$ cat src/rtl/uart_rx_cfg_pkg.sv
// rtl/uart_rx_cfg_pkg.sv - shared types and helpers for the configurable UART receiver
package uart_rx_cfg_pkg;

  typedef enum logic [2:0] {
    ST_IDLE,
    ST_START,
    ST_DATA,
    ST_PARITY,
    ST_STOP
  } rx_state_t;

  localparam int PAR_NONE = 0;
  localparam int PAR_ODD  = 1;
  localparam int PAR_EVEN = 2;

  function automatic int clog2(input int value);
    int result;
    int rem;
    result = 0;
    rem = value - 1;
    while (rem > 0) begin
      result = result + 1;
      rem = rem >> 1;
    end
    return result;
  endfunction

endpackage

$ cat src/rtl/uart_rx_cfg_if.sv
// rtl/uart_rx_cfg_if.sv - receive-side handshake bundle between the UART receiver and its consumer
interface uart_rx_cfg_if #(
  parameter int PAYLOAD_BITS = 8
);
  logic                    uart_rx_en;
  logic                    uart_rx_busy;
  logic                    uart_rx_valid;
  logic [PAYLOAD_BITS-1:0] uart_rx_data;
  logic                    uart_rx_parity_err;
  logic                    uart_rx_frame_err;
  logic                    uart_rx_break;

  modport master (
    input  uart_rx_en,
    output uart_rx_busy, uart_rx_valid, uart_rx_data,
    output uart_rx_parity_err, uart_rx_frame_err, uart_rx_break
  );

  modport slave (
    output uart_rx_en,
    input  uart_rx_busy, uart_rx_valid, uart_rx_data,
    input  uart_rx_parity_err, uart_rx_frame_err, uart_rx_break
  );
endinterface

$ cat src/rtl/uart_rx_bit_timer.sv
// rtl/uart_rx_bit_timer.sv - bit-period counter issuing a sample tick at mid-bit
module uart_rx_bit_timer
  import uart_rx_cfg_pkg::*;
#(
  parameter int CYCLES_PER_BIT = 5000
) (
  input  logic clk,
  input  logic reset,
  input  logic start,
  input  logic clear,
  output logic sample_tick
);
  localparam int HALF_BIT = CYCLES_PER_BIT / 2;
  localparam int CNT_W    = clog2(CYCLES_PER_BIT + 1);

  logic [CNT_W-1:0] count_q;
  logic             first_q;

  assign sample_tick = (count_q == (first_q ? CNT_W'(HALF_BIT) : CNT_W'(CYCLES_PER_BIT)));

  // Reloading 1 on a tick keeps the tick-to-tick spacing at exactly one bit period.
  always_ff @(posedge clk) begin
    if (reset || clear || start) begin
      count_q <= '0;
      first_q <= 1'b1;
    end else if (sample_tick) begin
      count_q <= CNT_W'(1);
      first_q <= 1'b0;
    end else begin
      count_q <= count_q + CNT_W'(1);
    end
  end
endmodule

$ cat src/rtl/uart_rx_cfg.sv
// rtl/uart_rx_cfg.sv - configurable UART receiver (width, parity, stop bits, error flags)
// Optional UART_RX_MAJORITY_EN: 3-point majority vote around each mid-bit sample.
module uart_rx_cfg
  import uart_rx_cfg_pkg::*;
#(
  parameter int BIT_RATE     = 9600,
  parameter int CLK_HZ       = 48000000,
  parameter int PAYLOAD_BITS = 8,
  parameter int PARITY       = 0,
  parameter int STOP_BITS    = 1
) (
  input  logic          clk,
  input  logic          reset,
  input  logic          uart_rxd,
  uart_rx_cfg_if.master rx
);
  localparam int   CYCLES_PER_BIT = CLK_HZ / BIT_RATE;
  localparam logic PAR_EXPECT     = (PARITY == PAR_ODD);

  if (CYCLES_PER_BIT < 4 || PAYLOAD_BITS < 5 || PAYLOAD_BITS > 9 ||
      PARITY > PAR_EVEN || STOP_BITS < 1 || STOP_BITS > 2) begin : g_bad_cfg
    $error("uart_rx_cfg: illegal parameter combination");
  end

  logic [1:0]              sync_q;
  logic                    rxd_s;
  logic                    sample_tick, sample_en, sample_bit;
  logic                    timer_start, timer_clear, finish;
  rx_state_t               state_q, state_d;
  logic [3:0]              bit_cnt_q;
  logic                    stop_cnt_q;
  logic [PAYLOAD_BITS-1:0] shift_q, data_q;
  logic                    par_bit_q, frame_acc_q, all_zero_q, hold_q;
  logic                    valid_q, par_err_q, frame_err_q, break_q;
  logic                    brk_w, frame_w, par_w, last_data, last_stop;

  always_ff @(posedge clk) begin
    if (reset) sync_q <= 2'b11;
    else       sync_q <= {sync_q[0], uart_rxd};
  end
  assign rxd_s = sync_q[1];

  uart_rx_bit_timer #(.CYCLES_PER_BIT(CYCLES_PER_BIT)) u_timer (
    .clk         (clk),
    .reset       (reset),
    .start       (timer_start),
    .clear       (timer_clear),
    .sample_tick (sample_tick)
  );

`ifdef UART_RX_MAJORITY_EN
  logic [1:0] hist_q;
  logic       tick_q;
  always_ff @(posedge clk) begin
    if (reset) begin
      hist_q <= 2'b11;
      tick_q <= 1'b0;
    end else begin
      hist_q <= {hist_q[0], rxd_s};
      tick_q <= sample_tick & ~timer_clear;
    end
  end
  assign sample_en  = tick_q;
  assign sample_bit = (hist_q[1] & hist_q[0]) | (hist_q[1] & rxd_s) | (hist_q[0] & rxd_s);
`else
  assign sample_en  = sample_tick;
  assign sample_bit = rxd_s;
`endif

  assign last_data = (bit_cnt_q == 4'(PAYLOAD_BITS - 1));
  assign last_stop = (stop_cnt_q == 1'(STOP_BITS - 1));
  assign brk_w     = all_zero_q & ~sample_bit;
  assign frame_w   = frame_acc_q | ~sample_bit;
  assign par_w     = (PARITY != PAR_NONE) && ((^shift_q ^ par_bit_q) != PAR_EXPECT) && !brk_w;

  always_ff @(posedge clk) begin
    if (reset) state_q <= ST_IDLE;
    else       state_q <= state_d;
  end

  // hold_q blocks re-arming on a line that is still low after a break.
  always_comb begin
    state_d     = state_q;
    timer_start = 1'b0;
    finish      = 1'b0;
    case (state_q)
      ST_IDLE: begin
        if (rx.uart_rx_en && !rxd_s && !hold_q) begin
          state_d     = ST_START;
          timer_start = 1'b1;
        end
      end
      ST_START:  if (sample_en) state_d = sample_bit ? ST_IDLE : ST_DATA;
      ST_DATA:   if (sample_en && last_data) state_d = (PARITY != PAR_NONE) ? ST_PARITY : ST_STOP;
      ST_PARITY: if (sample_en) state_d = ST_STOP;
      ST_STOP: begin
        if (sample_en && last_stop) begin
          state_d = ST_IDLE;
          finish  = 1'b1;
        end
      end
      default:   state_d = ST_IDLE;
    endcase
    if (state_q != ST_IDLE && !rx.uart_rx_en) begin
      state_d = ST_IDLE;
      finish  = 1'b0;
    end
  end
  assign timer_clear = (state_d == ST_IDLE);

  always_ff @(posedge clk) begin
    if (reset) begin
      shift_q     <= '0;
      bit_cnt_q   <= '0;
      stop_cnt_q  <= 1'b0;
      par_bit_q   <= 1'b0;
      frame_acc_q <= 1'b0;
      all_zero_q  <= 1'b1;
      hold_q      <= 1'b0;
      valid_q     <= 1'b0;
      data_q      <= '0;
      par_err_q   <= 1'b0;
      frame_err_q <= 1'b0;
      break_q     <= 1'b0;
    end else begin
      valid_q <= finish;
      if (state_q == ST_IDLE) begin
        bit_cnt_q   <= '0;
        stop_cnt_q  <= 1'b0;
        frame_acc_q <= 1'b0;
        all_zero_q  <= 1'b1;
      end else if (sample_en) begin
        all_zero_q <= all_zero_q & ~sample_bit;
        case (state_q)
          ST_DATA: begin
            shift_q   <= {sample_bit, shift_q[PAYLOAD_BITS-1:1]};
            bit_cnt_q <= bit_cnt_q + 4'd1;
          end
          ST_PARITY: par_bit_q <= sample_bit;
          ST_STOP: begin
            stop_cnt_q  <= stop_cnt_q + 1'b1;
            frame_acc_q <= frame_w;
          end
          default: ;
        endcase
      end
      if (finish && brk_w) hold_q <= 1'b1;
      else if (rxd_s)      hold_q <= 1'b0;
      if (finish) begin
        data_q      <= shift_q;
        par_err_q   <= par_w;
        frame_err_q <= frame_w;
        break_q     <= brk_w;
      end
    end
  end

  assign rx.uart_rx_busy       = (state_q != ST_IDLE);
  assign rx.uart_rx_valid      = valid_q;
  assign rx.uart_rx_data       = data_q;
  assign rx.uart_rx_parity_err = par_err_q;
  assign rx.uart_rx_frame_err  = frame_err_q;
  assign rx.uart_rx_break      = break_q;
endmodule

$ cat src/flat_wrapper.sv
// flat-port wrapper written by rule: the top's interface ports become plain ports
module uart_rx_cfg_flat import uart_rx_cfg_pkg::*;
#(
  parameter int BIT_RATE     = 9600,
  parameter int CLK_HZ       = 48000000,
  parameter int PAYLOAD_BITS = 8,
  parameter int PARITY       = 0,
  parameter int STOP_BITS    = 1
)
  (clk, reset, uart_rxd, rx_uart_rx_en, rx_uart_rx_busy, rx_uart_rx_valid, rx_uart_rx_data, rx_uart_rx_parity_err, rx_uart_rx_frame_err, rx_uart_rx_break);
  uart_rx_cfg_if #(.PAYLOAD_BITS(PAYLOAD_BITS)) rx_i ();
  input  logic clk;
  input  logic reset;
  input  logic uart_rxd;
  input wire logic [$bits(rx_i.uart_rx_en)-1:0] rx_uart_rx_en;
  output wire logic [$bits(rx_i.uart_rx_busy)-1:0] rx_uart_rx_busy;
  output wire logic [$bits(rx_i.uart_rx_valid)-1:0] rx_uart_rx_valid;
  output wire logic [$bits(rx_i.uart_rx_data)-1:0] rx_uart_rx_data;
  output wire logic [$bits(rx_i.uart_rx_parity_err)-1:0] rx_uart_rx_parity_err;
  output wire logic [$bits(rx_i.uart_rx_frame_err)-1:0] rx_uart_rx_frame_err;
  output wire logic [$bits(rx_i.uart_rx_break)-1:0] rx_uart_rx_break;
  assign rx_i.uart_rx_en = rx_uart_rx_en;
  assign rx_uart_rx_busy = rx_i.uart_rx_busy;
  assign rx_uart_rx_valid = rx_i.uart_rx_valid;
  assign rx_uart_rx_data = rx_i.uart_rx_data;
  assign rx_uart_rx_parity_err = rx_i.uart_rx_parity_err;
  assign rx_uart_rx_frame_err = rx_i.uart_rx_frame_err;
  assign rx_uart_rx_break = rx_i.uart_rx_break;
  uart_rx_cfg #(.BIT_RATE(BIT_RATE), .CLK_HZ(CLK_HZ), .PAYLOAD_BITS(PAYLOAD_BITS), .PARITY(PARITY), .STOP_BITS(STOP_BITS)) u_core (.clk(clk), .reset(reset), .uart_rxd(uart_rxd), .rx(rx_i));
endmodule
$ cat config.mk
export PLATFORM = sky130hd
export DESIGN_NAME = uart_rx_cfg_flat
export DESIGN_NICKNAME = d
export VERILOG_FILES = /design/src/rtl/uart_rx_cfg_pkg.sv /design/src/rtl/uart_rx_cfg_if.sv /design/src/rtl/uart_rx_bit_timer.sv /design/src/rtl/uart_rx_cfg.sv /design/src/flat_wrapper.sv
export SDC_FILE = /design/constraint.sdc
export NUM_CORES = 1
export LEC_CHECK = 0
export BUFFER_PORTS_ARGS = -buffer_cell sky130_fd_sc_hd__buf_2
export CAP_MARGIN = 25
export CORE_ASPECT_RATIO = 0.5
export CORE_UTILIZATION = 25
export DETAILED_ROUTE_END_ITERATION = 7
export MAX_ROUTING_LAYER = met4
export PLACE_DENSITY_LB_ADDON = 0.25
export SLEW_MARGIN = 0
export SYNTH_ARGS = -nofsm -noshare
export SYNTH_HDL_FRONTEND = slang
export SYNTH_SLANG_ARGS = --single-unit
export TNS_END_PERCENT = 50
$ cat constraint.sdc
create_clock -name clk -period 4.5 [get_ports clk]
set_input_delay 0.225 -clock clk [delete_from_list [all_inputs] [get_ports clk]]
set_output_delay 0.225 -clock clk [all_outputs]
set_load 0.01 [all_outputs]
==> impl_metrics.py <==
metrics = {
    "floorplanning": {
        "ios": 17,
        "rows": 23,
        "core_um2": 8120,
        "die_h_um": 67.1,
        "die_w_um": 132,
        "dieArea_um2": 8860,
        "initial_core_util_pct": 26.1,
    },
    "critical_path": {
        "crit_type": "register to register",
        "crit_path_max_incr_delay_ns": 0.54,
        "cp_max_fo": 9,
        "crit_arrival_ns": 2.48,
        "required_ns": 4.71,
        "start_kind": "register",
        "r2r_cells": 5,
        "r2r_setup_slack_ns": 2.23,
        "cp_cell_sequence": "nor2_1, or3_1, a21oi_1, nand2_1, nor3b_1",
        "slowest_stage": "a21oi_1",
        "end_kind": "register",
        "worstReg2RegEnd": "u_core.u_timer.count_q[1]",
        "regToRegStartpoint": "u_core.state_q[0]",
    },
    "grt": {
        "grt_max_degree": 28,
        "grt_pass1_wl_um": 7500,
        "track_usage_pct": 11.4,
        "first_global_vias": 1527,
        "grt-ovfl-total": 0,
        "antenna_found_initial": 0,
    },
    "min_path": {
        "hold_end": "u_core.sync_q[0]",
        "hp-class": "input pin to register",
        "min_path_cells": 2,
        "hold_start": "uart_rxd",
    },
    "route": {
        "ant_nets": 0,
        "viasPerCell": 4.57,
        "drc": 0,
        "drt_iter0_drc": 119,
        "firstDrtPassIters": 6,
        "drt-total-wl_um": 4410,
        "drt-wirelength-per-cell_um": 12.6,
        "vias": 1594,
    },
    "timing": {
        "clock_skew_ns": 0.00225,
        "tns_ns": 0,
        "setup_viol": 0,
        "period_share_pct": 50.5,
        "clock.fmax_mhz": 440,
        "fin_crit_ns": 2.27,
        "hold_viol": 0,
        "rsz0062_at_grt": "false",
        "whs_ns": 0.110,
        "drv_slew": 0,
        "slew_headroom_pct": 50.2,
        "worstMarginPinSlew_ns": 0.741,
    },
    "cells_and_area": {
        "fin_util_pct": 30.1,
        "nets": 243,
        "n_antenna_cell": 0,
        "syn_to_final_growth_pct": 15.3,
        "drive_gt1_share_pct": 16.5,
        "fill_cells": 862,
    },
    "logic_synthesis": {
        "ys_types": 50,
        "synth_edf_count": 0,
        "ys.flop_type": "dfxtp_1",
        "synthTopCellsByArea": "dfxtp_1, mux2i_1, nor2_1, xor2_1, a21oi_1",
        "synth_most_common_cell": "dfxtp_1",
        "synth_seq_area_share_pct": 43.5,
        "synthesis.instances": 221,
        "ys_seq_elements": 46,
        "syn_area_um2": 2120,
        "syn_area_per_cell_um2": 9.58,
        "synth_top_area_cell": "dfxtp_1",
        "async_flop_share_pct": 0,
        "ys_top_cells_by_count": "dfxtp_1, nor2_1, mux2i_1",
        "synth_nets": 228,
        "ys_warn_count": 0,
        "synth_top_area_share_pct": 43.5,
    },
    "power_and_ir_drop": {
        "p_leak_nw": 0.838,
        "pwr_density_cell_nw_per_um2": 328,
        "power_mw": 0.802,
        "vdd_drop_max_mv": 0.131,
    },
    "place": {
        "hpwl_um": 3030,
        "gp_congestion": 0.772,
        "port_buffers": 15,
    },
    "run": {
        "cap_violations": 0,
    },
    "cts": {
        "clkLatencyLatePin_ns": 0.29,
        "cts.sinks": 46,
        "cts_max_path_buffers": 2,
        "cts_tree": "built",
        "cts_setup_buffers": 0,
        "htree_levels": 2,
        "cts_resized": 0,
        "hold_buffers": 0,
        "clock-root-buffer": "clkbuf_16",
        "cts-buffers-inserted": 5,
        "path_clk_slew_ns": 0.06,
    },
    "status": {
        "outcome": "complete, no violations",
    },
}
[report_power, final]
group | switching, mW | internal [mW]
sequential | 0.00192 | 0.409
clock | 0.162 | 0.206
combinational | 0.0161 | 0.00670
total | 0.180 | 0.621
[layer usage]
metal,part of all wire (%),GRT usage (%),vias up
li1,-,-,801
met1,49,13.2,749
met2,44,18.1,32
met3,5.0,4.57,12
met4,1.9,4.22,0
met5,0,-,-
[state kept, by name (all words and copies together), names as in the netlist, 2 cells and up]
register                flops
u_core.bit_cnt_q            4
u_core.rx.uart_rx_data      8
u_core.shift_q              8
u_core.state_q              3
u_core.sync_q               2
u_core.u_timer.count_q     13
[how the worst max path moves through the flow]
stage	cells past startpoint	endpoint	from	slack, ns
2_1_floorplan	8	u_core.rx.uart_rx_data[5]	u_core.u_timer.count_q[0]	2.58
3_3_place_gp	5	u_core.rx.uart_rx_frame_err	u_core.state_q[1]	2.13
3_5_place_dp	7	u_core.rx.uart_rx_data[5]	u_core.u_timer.count_q[0]	2.03
4_1_cts	7	u_core.rx.uart_rx_data[5]	u_core.u_timer.count_q[0]	2.00
5_1_grt	5	u_core.u_timer.count_q[9]	u_core.state_q[0]	2.03
6_report	5	u_core.u_timer.count_q[1]	u_core.state_q[0]	2.23
[cells by family (layout without fill, tap and decap cells)]
kind of cell / count (synthesis) / count (layout) / synth area share [%]
simple gates: 85 / 85 / 21.8
buf+inv: 18 / 34 / 4.08
other cells: 1 / 1 / 0.177
flops: 46 / 46 / 43.5
mux: 17 / 17 / 8.04
xor+xnor: 13 / 13 / 5.38
fa+ha+maj: 3 / 3 / 1.77
compound gates: 38 / 38 / 15.2
[stage by stage]
| step | area (um2) | std cells | worst slack, ns |
|---|---|---|---|
| after floorplan | 2120 | 221 | 2.58 |
| after global placement | 2290 | 340 | 2.13 |
| after detailed placement | 2290 | 340 | 2.03 |
| after CTS | 2430 | 348 | 2.00 |
| after global routing | 2440 | 349 | 2.03 |
| final | 2440 | 349 | 2.23 |
[area by class of cell]
class                           count  area (um2)  area share (%)
Multi-Input combinational cell    157        1110            45.5
Sequential cell                    46         921            37.7
Tap cell                          112         140            5.74
Clock buffer                        6         129            5.28
Timing Repair Buffer               17        93.8            3.84
Inverter                            9        33.8            1.38
Clock inverter                      2        13.8           0.564
[critical path: cells and delay by family, from the launching register on]
| kind | cells | cell delay, ns |
|---|---|---|
| flops | 1 | 0.49 |
| simple gates | 4 | 1.16 |
| compound gates | 1 | 0.54 |
[placed cells by master, fill, tap and decap left out, drive strengths merged, types with 7 or more instances in the layout]
cell type and n:
a21oi 13, buf 17, dfxtp 46, inv 9, mux2i 17, nand2 13, nand3 9, nor2 29
nor3 10, xor2 7
(Power assumes the default switching activity.)
